$ cat config.mk
export PLATFORM = sky130hd
export DESIGN_NAME = mesh_out_arbiter
export DESIGN_NICKNAME = d
export VERILOG_FILES = /design/src/rtl/mesh_out_arbiter.sv
export SDC_FILE = /design/constraint.sdc
export NUM_CORES = 1
export LEC_CHECK = 0
export ABC_AREA = 1
export BUFFER_PORTS_ARGS = -buffer_cell sky130_fd_sc_hd__buf_2
export CAP_MARGIN = 20
export CORE_UTILIZATION = 50
export CTS_CLUSTER_DIAMETER = 200
export DETAILED_ROUTE_END_ITERATION = 10
export GPL_ROUTABILITY_DRIVEN = 0
export PLACE_DENSITY = 0.79
export SETUP_SLACK_MARGIN = 0.3
export SYNTH_ARGS = -nofsm -noshare
export SYNTH_HDL_FRONTEND = slang
export SYNTH_SLANG_ARGS = --single-unit
$ cat constraint.sdc
create_clock -name clk -period 5.1 [get_ports clk]
set_input_delay 0.51 -clock clk [delete_from_list [all_inputs] [get_ports clk]]
set_output_delay 0.51 -clock clk [all_outputs]
set_load 0.05 [all_outputs]
$ cat src/rtl/mesh_out_arbiter.sv
// rtl/mesh_out_arbiter.sv - round-robin output-port allocator with small flit FIFO for the 2x2 mesh router
`ifndef FLIT_LENGTH
`define FLIT_LENGTH 32
`endif

module mesh_out_arbiter #(
    parameter int N_IN        = 5,
    parameter int FLIT_LENGTH = `FLIT_LENGTH,
    parameter int DEPTH       = 2
) (
    input  logic                          clk,
    input  logic                          rst,
    input  logic [N_IN-1:0]               in_req,
    input  logic [N_IN*FLIT_LENGTH-1:0]   in_data,
    output logic [N_IN-1:0]               in_ack,
    output logic                          out_req,
    output logic [FLIT_LENGTH-1:0]        out_data,
    input  logic                          out_ack,
    output logic [2:0]                    grant_id,
    output logic [15:0]                   stall_cnt
);

    localparam int IW = $clog2(N_IN);
    localparam int PW = $clog2(DEPTH);
    localparam int CW = $clog2(DEPTH + 1);

    logic [FLIT_LENGTH-1:0] mem [DEPTH];
    logic [PW-1:0]          wr_ptr;
    logic [PW-1:0]          rd_ptr;
    logic [CW-1:0]          count;
    logic [IW-1:0]          rr_ptr;

    logic [IW-1:0]          winner;
    logic                   found;
    logic [IW:0]            scan_idx;
    logic [FLIT_LENGTH-1:0] win_flit;
    logic                   space;
    logic                   push;
    logic                   pop;

    // Scan cyclically from rr_ptr; the first requester found wins.
    always_comb begin
        winner   = '0;
        found    = 1'b0;
        scan_idx = '0;
        for (int k = 0; k < N_IN; k++) begin
            scan_idx = {1'b0, rr_ptr} + (IW+1)'(k);
            if (scan_idx >= (IW+1)'(N_IN)) begin
                scan_idx = scan_idx - (IW+1)'(N_IN);
            end
            if (!found && in_req[scan_idx[IW-1:0]]) begin
                found  = 1'b1;
                winner = scan_idx[IW-1:0];
            end
        end
    end

    always_comb begin
        win_flit = '0;
        for (int i = 0; i < N_IN; i++) begin
            if (winner == IW'(i)) begin
                win_flit = in_data[i*FLIT_LENGTH +: FLIT_LENGTH];
            end
        end
    end

    // Grants only while a slot is free now; a slot freed by this cycle's pop is not reused.
    assign space  = (count < CW'(DEPTH));
    assign in_ack = (rst && space && found) ? (N_IN'(1) << winner) : '0;
    assign push   = |in_ack;

    assign out_req  = (count != '0);
    assign out_data = out_req ? mem[rd_ptr] : '0;
    assign pop      = out_req && out_ack;

    always_ff @(posedge clk) begin
        if (push) begin
            mem[wr_ptr] <= win_flit;
        end
    end

    always_ff @(posedge clk or negedge rst) begin
        if (!rst) begin
            wr_ptr    <= '0;
            rd_ptr    <= '0;
            count     <= '0;
            rr_ptr    <= '0;
            grant_id  <= '0;
            stall_cnt <= '0;
        end else begin
            if (push) begin
                wr_ptr   <= wr_ptr + PW'(1);
                rr_ptr   <= (winner == IW'(N_IN - 1)) ? '0 : winner + IW'(1);
                grant_id <= 3'(winner);
            end
            if (pop) begin
                rd_ptr <= rd_ptr + PW'(1);
            end
            if (push && !pop) begin
                count <= count + CW'(1);
            end else if (pop && !push) begin
                count <= count - CW'(1);
            end
            if (out_req && !out_ack && stall_cnt != 16'hFFFF) begin
                stall_cnt <= stall_cnt + 16'd1;
            end
        end
    end

endmodule
==> flow_summary.toml <==
[outcome]
status = "finished, final reports clean"

[setup_path]
crit_required_ps = 4590
cp.arrival_ps = 3980
crit_type = "reg2out"
end_kind = "primary output"
path_max_fanout = 9
start_kind = "register"

[cells_and_area]
layout-drive-gt1-share_pct = 25.68
finalNetCount = 1386
fillers = 1233
final_area_um2 = 8422
final_common_cell = "nand2_1"
layout_common_cells = "nand2_1 (356), buf_2 (223), nand3_1 (140), inv_1 (129), edfxtp_1 (64)"
synthToLayoutAreaGrowth_pct = 21.98

[timing]
fin_setup_tns_ps = 0
clock_skew_ps = 6.829
worst_slack_ps = 610.7
rsz0062_at_grt = "false"
finalCriticalPeriod_ps = 4489
fin_hold_ws_ps = 192.9
worst_pin_slew_ps = 955.5
slew_headroom_pct = 35.91
maxSlewViolCount = 0
setup_violations = 0
period_share_pct = 88.03
finalHoldViolCount = 0
max_freq_ghz = 0.2228

[floorplanning]
io_pins = 225
rows = 42
core_area_um2 = 13350
die_w_um = 119.5
die_y_um = 119.5
die_area_um2 = 14280
start_util_pct = 51.72

[routing]
vias_per_cell = 5.052
ant_nets = 0
drt_iter0_drc = 778
firstDrtPassIters = 5
wirelength_um = 19670
drc = 0
vias = 6992
wl_per_cell_um = 14.21

[clocking]
htreeDepth = 3
cts_tree = "built"
cts.sinks = 90
clkTransAtPathRegs_ps = 70
clk_path_buf_depth = 2
cts_buffers = 9
cts_hold_buf = 0
insertion_delay_ps = 330
root_buffer = "clkbuf_16"

[place]
portBuffers = 224
place_area_um2 = 8060
pre_cts_ws_ps = 470.8
dpl.hpwl_um = 14390

[synthesis]
ys_warn_count = 0
synth_area_um2 = 6904
synth_nets = 1189
ys_seq_elements = 90
yosysUniqueCellTypes = 43
synth_cells = 1005
seq_area_frac_synth_pct = 37.26
syn_avg_cell_area_um2 = 6.870

[global_routing]
antenna_found_initial = 1
first_global_vias = 6118
grt_start_max_net_pins = 84
grt_usage_pct = 27.15
grt_overflow = 0
grt_pass1_wl_um = 30490

[run]
drv_cap = 0

[hold_path]
hold_path_class = "in2async"
routing by layer:
layer,global-route usage (%),vias to the layer above,routed length [µm]
li1,-,3568,-
met5,0,-,0
met2,43.39,253,9279
met4,8.672,0,469
met3,3.279,29,1207
met1,38.36,3142,8710
final timing paths:
check,start,slack (ps),depth (start not counted),to
min in group clk,in_data[142],480,3,mem[0][14]$_DFFE_PP_
max,rr_ptr[1]$_DFFE_PN0P_,610,19,in_ack[4]
min,rst,190,1,stall_cnt[5]$_DFFE_PN0P_
max reg2reg,rr_ptr[1]$_DFFE_PN0P_,640,26,count[1]$_DFFE_PN0P_
max in group asynchronous,rst,4450,1,rr_ptr[1]$_DFFE_PN0P_
min reg2reg,wr_ptr$_DFFE_PN0P_,480,2,wr_ptr$_DFFE_PN0P_
final cells by class:
type	count	area, µm²	share of cell area [%]
tap	176	220.2	2.615
timing repair buffer	240	1281	15.21
clock buffer	13	290.3	3.447
inverter	144	543.0	6.448
clock inverter	3	18.77	0.2228
multi-input combinational	717	3492	41.46
sequential	90	2574	30.56
antenna	1	2.502	0.02971
registers in the layout, summed over array words and instances (netlist names):
register	count
rd_ptr	1
count	2
mem	64
rr_ptr	3
wr_ptr	1
stall_cnt	16
grant_id	3
worst max-delay path, stage by stage (launching register included):
cell	delay, ps
dfrtp_2	440
inv_1	160
ha_1	240
ha_1	370
o21ai_1	130
nand2_1	130
nand2_1	90
nand2_1	130
nand2_1	70
nand3_1	80
nand2_1	60
a21oi_2	210
inv_1	70
nand3_1	100
o211ai_1	150
a21oi_4	250
ha_1	310
nand3_2	240
nor2_1	130
buf_2	270
stage by stage:
| stage | std cells | util (%) |
|---|---|---|
| 6_report | 1384 | 63.10 |
| 5_1_grt | 1384 | 63.10 |
| 4_1_cts | 1380 | 62.70 |
| 3_5_place_dp | 1364 | 60.39 |
| 3_3_place_gp | 1364 | 60.39 |
| 2_1_floorplan | 1005 | - |
cells in the mapped netlist:
master | n | share of area (%)
clkinv_1 | 2 | 0.11
edfxtp_1 | 64 | 28
buf_12 | 1 | 0.29
nand2_2 | 10 | 0.91
buf_2 | 15 | 1.1
clkbuf_1 | 24 | 1.3
dfrtp_1 | 26 | 9.4
o2111ai_1 | 1 | 0.13
nand2_1 | 356 | 19
clkbuf_2 | 1 | 0.072
fa_1 | 1 | 0.29
inv_1 | 130 | 7.1
nand3_2 | 4 | 0.58
nand2_4 | 4 | 0.65
nand3b_1 | 1 | 0.11
buf_6 | 11 | 1.8
o22ai_1 | 1 | 0.091
nand3_1 | 140 | 10
a21oi_4 | 1 | 0.24
buf_4 | 1 | 0.11
o211ai_1 | 3 | 0.33
nor2_1 | 56 | 3.0
nand3_4 | 1 | 0.25
xnor2_2 | 1 | 0.24
o21ai_1 | 3 | 0.22
buf_1 | 1 | 0.054
inv_2 | 12 | 0.65
nor2_2 | 1 | 0.091
nand2_8 | 1 | 0.29
a21oi_2 | 2 | 0.25
o21ai_0 | 39 | 2.8
a21oi_1 | 36 | 2.6
or2_2 | 1 | 0.091
nor3_1 | 3 | 0.22
nand4_4 | 1 | 0.31
mux2_2 | 1 | 0.16
xnor2_1 | 8 | 1.0
nand4_1 | 7 | 0.63
ha_1 | 15 | 2.7
o21ai_2 | 7 | 0.89
xor2_1 | 9 | 1.1
a22oi_1 | 2 | 0.22
nor2_4 | 1 | 0.16
kinds of logic after synthesis:
| kind of cell | Yosys count | synth area share [%] |
|---|---|---|
| simple gates | 587 | 36.84 |
| buf+inv | 198 | 12.54 |
| compound gates | 95 | 7.793 |
| flops | 90 | 37.26 |
| xor+xnor | 18 | 2.392 |
| fa+ha+maj | 16 | 3.008 |
| mux | 1 | 0.1631 |
what timing repair did:
| action | 4_1_cts | 5_1_grt |
|---|---|---|
| setup buffers | 0 | 3 |
| endpoints found under the setup margin | 0 | 121 |
| hold endpoints to repair | 0 | 0 |
| resized for setup | 0 | 7 |
Power is left out: the tool's default activity adds up to more than one toggle a clock period on the data nets, which glitch-free logic cannot reach.
